==> src/rtl/matmul_sequencer_if.sv <==
// ============================================================================
// Module      : matmul_sequencer_if
// Description : Command/status and strobe bundle between the register file,
//               the matmul sequencer and the systolic datapath.
// Revision    : 1.0 - initial release
// ============================================================================
`default_nettype none

interface matmul_sequencer_if #(
    parameter int MAX_DIM     = 4,
    parameter int SP_NTARGETS = 4
);
    localparam int DW = $clog2(MAX_DIM);
    localparam int TW = $clog2(SP_NTARGETS);

    logic          start_i;
    logic [DW-1:0] dim_n_i;
    logic [DW-1:0] dim_k_i;
    logic [DW-1:0] dim_m_i;
    logic          mode_acc_i;
    logic [TW-1:0] sp_src_i;
    logic [TW-1:0] sp_dst_i;

    logic          op_rd_en_o;
    logic [DW-1:0] op_rd_idx_o;
    logic          feed_valid_o;
    logic          pe_clear_o;
    logic          sp_rd_en_o;
    logic          sp_wr_en_o;
    logic [DW-1:0] sp_row_o;
    logic [TW-1:0] sp_target_o;
    logic          busy_o;
    logic          done_o;
    logic          start_err_o;

    modport master (
        output start_i, dim_n_i, dim_k_i, dim_m_i, mode_acc_i, sp_src_i, sp_dst_i,
        input  op_rd_en_o, op_rd_idx_o, feed_valid_o, pe_clear_o, sp_rd_en_o,
               sp_wr_en_o, sp_row_o, sp_target_o, busy_o, done_o, start_err_o
    );

    modport slave (
        input  start_i, dim_n_i, dim_k_i, dim_m_i, mode_acc_i, sp_src_i, sp_dst_i,
        output op_rd_en_o, op_rd_idx_o, feed_valid_o, pe_clear_o, sp_rd_en_o,
               sp_wr_en_o, sp_row_o, sp_target_o, busy_o, done_o, start_err_o
    );
endinterface

`default_nettype wire

==> src/rtl/matmul_sequencer.sv <==
// ============================================================================
// Module      : matmul_sequencer
// Description : Control FSM for one matrix multiply: PE clear, operand feed,
//               systolic drain and scratchpad write-back (optional accumulate).
// Revision    : 1.0 - initial release
// ============================================================================
`default_nettype none

module matmul_sequencer #(
    parameter int BUS_WIDTH   = 16,
    parameter int MAX_DIM     = 4,
    parameter int SP_NTARGETS = 4
) (
    input  wire logic        clk_i,
    input  wire logic        rst_ni,
    matmul_sequencer_if.slave bus
);
    localparam int DW = $clog2(MAX_DIM);
    localparam int TW = $clog2(SP_NTARGETS);

    if (BUS_WIDTH < 1 || MAX_DIM < 2 || SP_NTARGETS < 2) begin : g_param_check
        $error("matmul_sequencer: unsupported parameter set");
    end

    typedef enum logic [2:0] {
        S_IDLE  = 3'd0,
        S_CLEAR = 3'd1,
        S_FEED  = 3'd2,
        S_DRAIN = 3'd3,
        S_WRITE = 3'd4
    } state_t;

    state_t        r_state;
    logic [DW-1:0] r_dim_n;
    logic [DW-1:0] r_dim_k;
    logic [DW-1:0] r_dim_m;
    logic          r_acc;
    logic [TW-1:0] r_src;
    logic [TW-1:0] r_dst;
    logic [DW:0]   r_drain_cnt;

    logic          r_op_rd_en;
    logic [DW-1:0] r_op_idx;
    logic          r_feed_valid;
    logic          r_pe_clear;
    logic          r_sp_rd_en;
    logic          r_sp_wr_en;
    logic [DW-1:0] r_sp_row;
    logic [TW-1:0] r_sp_target;
    logic          r_busy;
    logic          r_done;
    logic          r_start_err;

    // Last drain count is n+m-1 = dim_n + dim_m + 1 in minus-one encoding.
    logic [DW:0]   w_drain_last;
    assign w_drain_last = {1'b0, r_dim_n} + {1'b0, r_dim_m} + 1'b1;

    always_ff @(posedge clk_i or negedge rst_ni) begin
        if (!rst_ni) begin
            r_state      <= S_IDLE;
            r_dim_n      <= '0;
            r_dim_k      <= '0;
            r_dim_m      <= '0;
            r_acc        <= 1'b0;
            r_src        <= '0;
            r_dst        <= '0;
            r_drain_cnt  <= '0;
            r_op_rd_en   <= 1'b0;
            r_op_idx     <= '0;
            r_feed_valid <= 1'b0;
            r_pe_clear   <= 1'b0;
            r_sp_rd_en   <= 1'b0;
            r_sp_wr_en   <= 1'b0;
            r_sp_row     <= '0;
            r_sp_target  <= '0;
            r_busy       <= 1'b0;
            r_done       <= 1'b0;
            r_start_err  <= 1'b0;
        end else begin
            r_feed_valid <= r_op_rd_en;

            case (r_state)
                S_IDLE: begin
                    if (bus.start_i) begin
                        r_dim_n     <= bus.dim_n_i;
                        r_dim_k     <= bus.dim_k_i;
                        r_dim_m     <= bus.dim_m_i;
                        r_acc       <= bus.mode_acc_i;
                        r_src       <= bus.sp_src_i;
                        r_dst       <= bus.sp_dst_i;
                        r_done      <= 1'b0;
                        r_start_err <= 1'b0;
                        r_busy      <= 1'b1;
                        r_pe_clear  <= 1'b1;
                        r_state     <= S_CLEAR;
                    end
                end

                S_CLEAR: begin
                    r_pe_clear <= 1'b0;
                    r_op_rd_en <= 1'b1;
                    r_op_idx   <= '0;
                    r_state    <= S_FEED;
                end

                S_FEED: begin
                    if (r_op_idx == r_dim_k) begin
                        r_op_rd_en  <= 1'b0;
                        r_op_idx    <= '0;
                        r_drain_cnt <= '0;
                        r_state     <= S_DRAIN;
                    end else begin
                        r_op_idx <= r_op_idx + 1'b1;
                    end
                end

                S_DRAIN: begin
                    if (r_drain_cnt == w_drain_last) begin
                        r_state  <= S_WRITE;
                        r_sp_row <= '0;
                        if (r_acc) begin
                            r_sp_rd_en  <= 1'b1;
                            r_sp_target <= r_src;
                        end else begin
                            r_sp_wr_en  <= 1'b1;
                            r_sp_target <= r_dst;
                        end
                    end else begin
                        r_drain_cnt <= r_drain_cnt + 1'b1;
                    end
                end

                S_WRITE: begin
                    if (r_sp_rd_en) begin
                        // Second half of an accumulate row: write the sum back.
                        r_sp_rd_en  <= 1'b0;
                        r_sp_wr_en  <= 1'b1;
                        r_sp_target <= r_dst;
                    end else if (r_sp_row == r_dim_n) begin
                        r_sp_wr_en  <= 1'b0;
                        r_sp_row    <= '0;
                        r_sp_target <= '0;
                        r_busy      <= 1'b0;
                        r_done      <= 1'b1;
                        r_state     <= S_IDLE;
                    end else begin
                        r_sp_row <= r_sp_row + 1'b1;
                        if (r_acc) begin
                            r_sp_wr_en  <= 1'b0;
                            r_sp_rd_en  <= 1'b1;
                            r_sp_target <= r_src;
                        end
                    end
                end

                default: r_state <= S_IDLE;
            endcase

            if (r_state != S_IDLE && bus.start_i) begin
                r_start_err <= 1'b1;
            end
        end
    end

    assign bus.op_rd_en_o   = r_op_rd_en;
    assign bus.op_rd_idx_o  = r_op_idx;
    assign bus.feed_valid_o = r_feed_valid;
    assign bus.pe_clear_o   = r_pe_clear;
    assign bus.sp_rd_en_o   = r_sp_rd_en;
    assign bus.sp_wr_en_o   = r_sp_wr_en;
    assign bus.sp_row_o     = r_sp_row;
    assign bus.sp_target_o  = r_sp_target;
    assign bus.busy_o       = r_busy;
    assign bus.done_o       = r_done;
    assign bus.start_err_o  = r_start_err;

endmodule

`default_nettype wire

==> src/flat_wrapper.sv <==
// flat-port wrapper written by rule: the top's interface ports become plain ports
module matmul_sequencer_flat 
#(
    parameter int BUS_WIDTH   = 16,
    parameter int MAX_DIM     = 4,
    parameter int SP_NTARGETS = 4
)
  (clk_i, rst_ni, bus_start_i, bus_dim_n_i, bus_dim_k_i, bus_dim_m_i, bus_mode_acc_i, bus_sp_src_i, bus_sp_dst_i, bus_op_rd_en_o, bus_op_rd_idx_o, bus_feed_valid_o, bus_pe_clear_o, bus_sp_rd_en_o, bus_sp_wr_en_o, bus_sp_row_o, bus_sp_target_o, bus_busy_o, bus_done_o, bus_start_err_o);
  matmul_sequencer_if #(.MAX_DIM(MAX_DIM), .SP_NTARGETS(SP_NTARGETS)) bus_i ();
  input  wire logic clk_i;
  input  wire logic rst_ni;
  input wire logic [$bits(bus_i.start_i)-1:0] bus_start_i;
  input wire logic [$bits(bus_i.dim_n_i)-1:0] bus_dim_n_i;
  input wire logic [$bits(bus_i.dim_k_i)-1:0] bus_dim_k_i;
  input wire logic [$bits(bus_i.dim_m_i)-1:0] bus_dim_m_i;
  input wire logic [$bits(bus_i.mode_acc_i)-1:0] bus_mode_acc_i;
  input wire logic [$bits(bus_i.sp_src_i)-1:0] bus_sp_src_i;
  input wire logic [$bits(bus_i.sp_dst_i)-1:0] bus_sp_dst_i;
  output wire logic [$bits(bus_i.op_rd_en_o)-1:0] bus_op_rd_en_o;
  output wire logic [$bits(bus_i.op_rd_idx_o)-1:0] bus_op_rd_idx_o;
  output wire logic [$bits(bus_i.feed_valid_o)-1:0] bus_feed_valid_o;
  output wire logic [$bits(bus_i.pe_clear_o)-1:0] bus_pe_clear_o;
  output wire logic [$bits(bus_i.sp_rd_en_o)-1:0] bus_sp_rd_en_o;
  output wire logic [$bits(bus_i.sp_wr_en_o)-1:0] bus_sp_wr_en_o;
  output wire logic [$bits(bus_i.sp_row_o)-1:0] bus_sp_row_o;
  output wire logic [$bits(bus_i.sp_target_o)-1:0] bus_sp_target_o;
  output wire logic [$bits(bus_i.busy_o)-1:0] bus_busy_o;
  output wire logic [$bits(bus_i.done_o)-1:0] bus_done_o;
  output wire logic [$bits(bus_i.start_err_o)-1:0] bus_start_err_o;
  assign bus_i.start_i = bus_start_i;
  assign bus_i.dim_n_i = bus_dim_n_i;
  assign bus_i.dim_k_i = bus_dim_k_i;
  assign bus_i.dim_m_i = bus_dim_m_i;
  assign bus_i.mode_acc_i = bus_mode_acc_i;
  assign bus_i.sp_src_i = bus_sp_src_i;
  assign bus_i.sp_dst_i = bus_sp_dst_i;
  assign bus_op_rd_en_o = bus_i.op_rd_en_o;
  assign bus_op_rd_idx_o = bus_i.op_rd_idx_o;
  assign bus_feed_valid_o = bus_i.feed_valid_o;
  assign bus_pe_clear_o = bus_i.pe_clear_o;
  assign bus_sp_rd_en_o = bus_i.sp_rd_en_o;
  assign bus_sp_wr_en_o = bus_i.sp_wr_en_o;
  assign bus_sp_row_o = bus_i.sp_row_o;
  assign bus_sp_target_o = bus_i.sp_target_o;
  assign bus_busy_o = bus_i.busy_o;
  assign bus_done_o = bus_i.done_o;
  assign bus_start_err_o = bus_i.start_err_o;
  matmul_sequencer #(.BUS_WIDTH(BUS_WIDTH), .MAX_DIM(MAX_DIM), .SP_NTARGETS(SP_NTARGETS)) u_core (.clk_i(clk_i), .rst_ni(rst_ni), .bus(bus_i));
endmodule
==> config.mk <==
export PLATFORM = sky130hd
export DESIGN_NAME = matmul_sequencer_flat
export DESIGN_NICKNAME = d
export VERILOG_FILES = /design/src/rtl/matmul_sequencer_if.sv /design/src/rtl/matmul_sequencer.sv /design/src/flat_wrapper.sv
export SDC_FILE = /design/constraint.sdc
export NUM_CORES = 1
export LEC_CHECK = 0
export ABC_AREA = 1
export CORE_ASPECT_RATIO = 0.6
export CORE_MARGIN = 5
export CORE_UTILIZATION = 40
export CTS_CLUSTER_SIZE = 14
export DETAILED_ROUTE_END_ITERATION = 7
export PLACE_DENSITY = 0.7
export RECOVER_POWER = 25
export SLEW_MARGIN = 20
export SYNTH_ARGS = -nofsm -noshare
export SYNTH_HDL_FRONTEND = slang
export SYNTH_SLANG_ARGS = --single-unit
export TNS_END_PERCENT = 10
==> constraint.sdc <==
create_clock -name clk_i -period 2 [get_ports clk_i]
set_input_delay 0.4 -clock clk_i [delete_from_list [all_inputs] [get_ports clk_i]]
set_output_delay 0.4 -clock clk_i [all_outputs]
set_load 0.03 [all_outputs]
Yosys cells after proc, flatten, opt, wreduce, memory -nomap -nowiden
Index checks and enable logic that the tools add are counted.
{"block": "word_totals", "reg_bits": 31, "input_bits": 14, "out_inout_bits": 14, "elab_cells": 107}
{"block": "op_classes", "addsub": 5, "reduce_logical": 21, "n_mux": 46, "n_eq_ne": 16}
{"cell": "2-to-1 mux 3 bit", "n": 7}
{"cell": "2-to-1 mux 1 bit", "n": 19}
{"cell": "2-to-1 mux 2 bit", "n": 9}
{"cell": "case mux 3 bit (5 select lines)", "n": 1}
{"cell": "nonzero test 2 bit", "n": 7}
{"cell": "case mux 1 bit (2 select lines)", "n": 6}
{"cell": "case mux 2 bit (2 select lines)", "n": 3}
{"cell": "AND reduction 3 bit", "n": 4}
{"cell": "inequality test 2 x 1 -> 1 bit, second input constant", "n": 4}
{"cell": "inequality test 2 bit, second input constant", "n": 4}
{"cell": "AND reduction 2 bit", "n": 4}
{"cell": "AND reduction 4 bit", "n": 2}
{"cell": "adder 3 x 1 -> 3 bit, second input constant", "n": 2}
{"cell": "== test 3 x 2 -> 1 bit, second input constant", "n": 2}
{"cell": "case mux 3 bit (2 select lines)", "n": 1}
{"cell": "AND reduction 5 bit", "n": 1}
{"cell": "adder 2 x 1 -> 2 bit, second input constant", "n": 2}
{"cell": "== test 2 bit", "n": 2}
{"cell": "inequality test 4 x 1 -> 1 bit, second input constant", "n": 1}
{"cell": "adder 2 x 2 -> 3 bit", "n": 1}
{"cell": "== test 3 x 1 -> 1 bit, second input constant", "n": 1}
{"cell": "== test 3 bit", "n": 1}
{"cell": "== test 3 bit, second input constant", "n": 1}
{"cell": "logical NOT 3 bit", "n": 1}
{"cell": "2 further kinds", "n": 2}

Logic depth before layout (Yosys ltp)
Gate-level depths: netlist (run 1).
{"block": "logic_depth", "depth_word": 5, "ltp_mapped": 13, "depth_no_buf": 13}

Worst setup path after synthesis (run 1)
OpenSTA, ideal clock, no wires.
{"block": "synth_path", "path_kind": "reg2reg", "from": "register u_core.r_dim_n[0]", "to": "register u_core.r_drain_cnt[1]", "required_time_ns": 1.883, "arrival_ns": 1.792, "stages_incl_launch_ff": 11, "setup_ns": 0.117, "n_path_buf": 0, "period_less_slack_ns": 1.909, "setup_slack_ns": 0.091, "cell_sequence": "dfrtp_1 inv_1 ha_1 inv_1 fa_1 xnor2_1 nand3_1 nand2_4 nand2_1 nand3_1 nand2_1"}
{"block": "synth_via", "elab_chain_len": 5}
{"item": "start, declared", "line": "matmul_sequencer.sv:34", "source": "logic [DW-1:0] r_dim_n;"}
{"item": "start signal, assigned", "line": "matmul_sequencer.sv:85", "source": "r_dim_n <= bus.dim_n_i;"}
{"item": "adder 2 x 2 -> 3 bit", "line": "matmul_sequencer.sv:56", "source": "assign w_drain_last = {1'b0, r_dim_n} + {1'b0, r_dim_m} + 1'b1;"}
{"item": "adder 3 x 1 -> 3 bit", "line": "matmul_sequencer.sv:56"}
{"item": "== test 3 bit", "line": "matmul_sequencer.sv:118", "source": "if (r_drain_cnt == w_drain_last) begin"}
{"item": "inequality test 2 bit (no line)"}
{"item": "AND reduction 3 bit (no line)"}
{"item": "end signal, assigned", "line": "matmul_sequencer.sv:129", "source": "r_drain_cnt <= r_drain_cnt + 1'b1;"}
{"item": "end, declared", "line": "matmul_sequencer.sv:40", "source": "logic [DW:0] r_drain_cnt;"}
Every way passes these cells.
A chain may end at the register's enable or synchronous reset.

Worst setup path after layout (run 1)
{"block": "layout_path", "from": "register u_core.r_dim_n[0]", "to": "register u_core.r_state[1]"}
{"block": "layout_via", "elab_chain_len": 5, "elab_cells_between_ends": 7, "cone_classes": "add/sub (2); eq/ne (4); reduce/logical (1)"}
{"item": "adder 2 x 2 -> 3 bit", "line": "matmul_sequencer.sv:56"}
{"item": "adder 3 x 1 -> 3 bit", "line": "matmul_sequencer.sv:56"}
{"item": "== test 3 bit", "line": "matmul_sequencer.sv:118"}
{"item": "inequality test 2 x 1 -> 1 bit (no line)"}
{"item": "AND reduction 5 bit (no line) *"}
{"item": "end signal, assigned", "line": "matmul_sequencer.sv:60", "source": "r_state <= S_IDLE;"}
{"item": "end signal, assigned", "line": "matmul_sequencer.sv:111", "source": "r_state <= S_DRAIN;"}
{"item": "end signal, assigned", "line": "matmul_sequencer.sv:119", "source": "r_state <= S_WRITE;"}
{"item": "end, declared", "line": "matmul_sequencer.sv:33", "source": "state_t r_state;"}
Every way passes the cells marked *; elsewhere a longest branch is shown, timed or not.

==> flow_summary.toml, run 1 <==
[global_routing]
grt_pass1_vias = 1318
grt_overflow = 0
grt_pass1_wl_um = 6350
antenna_found_initial = 0
track_usage_pct = 15.0
grt_max_degree = 32

[floorplan]
die_h_um = 58.9
initial_core_util_pct = 42.3
io_pins = 28
die_w_um = 91.5
dieArea_um2 = 5390
core_area_um2 = 3760
row_count = 17

[yosys]
ys_seq_area_share_pct = 48.7
netlist_area_um2 = 1590
async_flop_share_pct = 100
netlist_instances = 210
synthTopCellsByArea = "dfrtp_1 (49%), nand2_1 (20%), inv_1 (6.4%)"
synth_edf_count = 0
synthTopCellsByCount = "nand2_1 (85), dfrtp_1 (31), inv_1 (27)"
synth-seq-cells = 31
yosysMostFrequentCell = "nand2_1"
synthDistinctLibCells = 23
yosys_warnings = 0
synth_flop_cell = "dfrtp_1"
synth_top_area_share_pct = 48.7
syn_avg_cell_area_um2 = 7.59
syn_nets = 227
yosysTopAreaCell = "dfrtp_1"

[status]
status = "finished, final reports clean"

[power]
peakVddDrop_uv = 701
switching_share_pct = 45.9
p_per_area_nw_per_um2 = 1690
p_leak_uw = 0.00104
p_seq_share_pct = 31.4
power_frac_clock_pct = 13.6
p_int_uw = 1900
switchingPower_uw = 1610
pwr-share-comb_pct = 54.9

[setup_path]
rr_worst_depth = 9
cp_cell_sequence = "inv_2 > ha_4 > inv_2 > fa_1 > xnor2_2 > nand3_2 > nand2_4 > buf_4 > nand4_1"
cp_num_buf_inv = 3
cp_slowest_cell = "fa_1"
r2r-start = "u_core.r_dim_n[0]$_DFFE_PN0P_"
startpoint_type = "register"
cp.required_ns = 2.15
crit_fanout = 7
cp_data_arrival_time_ns = 2.10
crit_path_end_kind = "register"
critPathKind = "reg2reg"
crit_family = "adder cells"
timing.rr.end = "u_core.r_state[1]$_DFFE_PN0P_"
critPathMostFrequentCell = "inv_2"
critical_path.max_stage_delay_ns = 0.49
rrSetupSlack_ns = 0.06

[sta]
fmax_ghz = 0.514
rsz0062_at_grt = "yes"
max_slew.worst_pin.slew_ns = 0.793
clock_skew_ns = 0.00547
fin_setup_tns_ns = 0
hold_violations = 0
period_share_pct = 97.2
whs_ns = 0.409
period_minus_slack_ns = 1.94
slew_viol_final = 0
setup_viol = 0
slew_headroom_pct = 47.2

[finish]
layout.nets = 262
area_delta_synth_final_pct = 30.2
fill_cells = 354
drive_above_1_share_pct = 13.4
antennaDiodeCount = 0
final_util_pct = 55.1

[flow_run]
drv_cap = 0

[clock_tree]
numCtsBuffers = 5
cts_tree = "built"
clk-insertion-delay-late_ns = 0.28
cts.path.max_buffers = 2
cts-root-buf = "clkbuf_8"
htreeDepth = 2
cts_hold_buf = 0
cts_num_sinks = 31
path_clk_slew_ns = 0.06

[routing]
wire_per_inst_um = 12.5
vias_per_cell = 4.76
drc = 0
ant_nets = 0
vias = 1394
wl_um = 3660
drtPass1Iterations = 4
drtIter0Drc = 80

[min_path]
holdPathEnd = "u_core.bus.feed_valid_o$_DFF_PN0_"
hold_class = "reg2reg"
min_from = "u_core.bus.op_rd_en_o$_DFFE_PN0P_"
min_path_cells = 0

[place]
dp_hpwl_um = 2600
gp_congestion = 0.810
io_buffers = 27
[repair_timing]
item | CTS | global route
pin swaps | 3 | 9
buffers inserted | 0 | 1
endpoints found under the setup margin | 8 | 9
resized for setup | 5 | 13
[per-stage QoR]
stage                     setup WS, ns  cells  power (uW)  area [um^2]
final                           0.0561    293        3510         2080
after CTS                      0.00429    292        3380         2030
after global placement          0.0204    284        2780         1920
after global routing           -0.0638    293        3800         2080
after floorplan                 0.0910    210        2240         1590
after detailed placement       -0.0406    284        2810         1920
[logic make-up (layout without fill, tap and decap cells)]
logic type      count (synthesis)  after routing  share of synthesized area, %
compound gates                 19             19                          6.12
fa+ha+maj                       3              3                          2.83
simple gates                  123            123                          33.0
buf+inv                        31             67                          7.77
flops                          31             31                          48.7
xor+xnor                        3              3                          1.65
[metal layers]
layer	GRT usage [%]	up-vias	wire, um
li1	-	720	-
met1	22.1	628	1920
met2	20.2	43	1420
met3	5.62	3	300
met4	4.08	0	22
met5	0	-	0
[layout by cell type (no fill, tap or decap)]
cell type / instances
nand2_4: 2
nor2_2: 2
o21a_1: 1
clkbuf_8: 5
clkbuf_1: 2
ha_1: 1
inv_1: 23
o21ai_1: 4
dfrtp_1: 31
a21oi_1: 5
nand4_4: 1
nor2_1: 11
nor3_2: 1
inv_2: 6
dlygate4sd3_1: 1
xor2_1: 1
xnor2_2: 1
clkinv_2: 1
nand4_1: 1
xnor2_1: 1
o21ai_0: 7
fa_1: 1
nand2_1: 82
buf_4: 2
clkdlybuf4s50_1: 26
nand3b_1: 1
clkbuf_2: 1
nand2_2: 4
ha_4: 1
nand3_2: 4
nand3_1: 14
a21oi_2: 2
[worst register-to-register path, cell delays in order (launching register included)]
cell,delay (ns)
dfrtp_1,0.38
inv_2,0.08
ha_4,0.13
inv_2,0.03
fa_1,0.49
xnor2_2,0.22
nand3_2,0.14
nand2_4,0.14
buf_4,0.13
nand4_1,0.07
[registers in the layout, indices dropped and copies added (netlist names), 2 cells and up]
name and cells:
u_core.bus.op_rd_idx_o 2, u_core.r_state 3, u_core.bus.sp_target_o 2, u_core.r_dim_n 2
u_core.r_dim_m 2, u_core.r_drain_cnt 3, u_core.r_src 2, u_core.r_dst 2
u_core.bus.sp_row_o 2, u_core.r_dim_k 2
[cell type report]
class | count | area (um^2) | area share [%]
sequential | 31 | 776 | 37.4
clock buffer | 7 | 76.3 | 3.68
multi-input combinational | 148 | 761 | 36.6
tap | 47 | 58.8 | 2.83
inverter | 29 | 109 | 5.24
timing repair buffer | 30 | 290 | 14.0
clock inverter | 1 | 5.00 | 0.241
[power groups by stage]
| stage | Clock [uW] | Combinational (uW) | Sequential (uW) |
|---|---|---|---|
| after floorplan | 0 | 946 | 1300 |
| final | 479 | 1930 | 1100 |
| after CTS | 492 | 1780 | 1100 |
| after detailed placement | 0 | 1690 | 1110 |
| after global routing | 511 | 2140 | 1150 |
| after global placement | 0 | 1670 | 1110 |
[how the worst max path moves through the flow]
stage | from | to | slack (ns) | cells past startpoint
2_1_floorplan | u_core.r_dim_n[0]$_DFFE_PN0P_ | u_core.r_drain_cnt[1]$_DFFE_PN0P_ | 0.09 | 10
3_3_place_gp | u_core.r_dim_n[0]$_DFFE_PN0P_ | u_core.r_drain_cnt[1]$_DFFE_PN0P_ | 0.02 | 10
3_5_place_dp | u_core.r_dim_n[0]$_DFFE_PN0P_ | u_core.bus.sp_row_o[0]$_DFFE_PN0P_ | -0.04 | 9
4_1_cts | u_core.r_dim_n[0]$_DFFE_PN0P_ | u_core.bus.sp_row_o[0]$_DFFE_PN0P_ | 0.004 | 10
5_1_grt | u_core.r_dim_m[0]$_DFFE_PN0P_ | u_core.bus.sp_target_o[1]$_DFFE_PN0P_ | -0.06 | 11
6_report | u_core.r_dim_n[0]$_DFFE_PN0P_ | u_core.r_state[1]$_DFFE_PN0P_ | 0.06 | 9
No activity file was read; power rests on OpenSTA's default activity.
==> run 2: changes to the inputs <==
- CAP_MARGIN: default -> 25
==> results of run 2 <==
Final layout, timing and power as in run 1 (identical DEF).
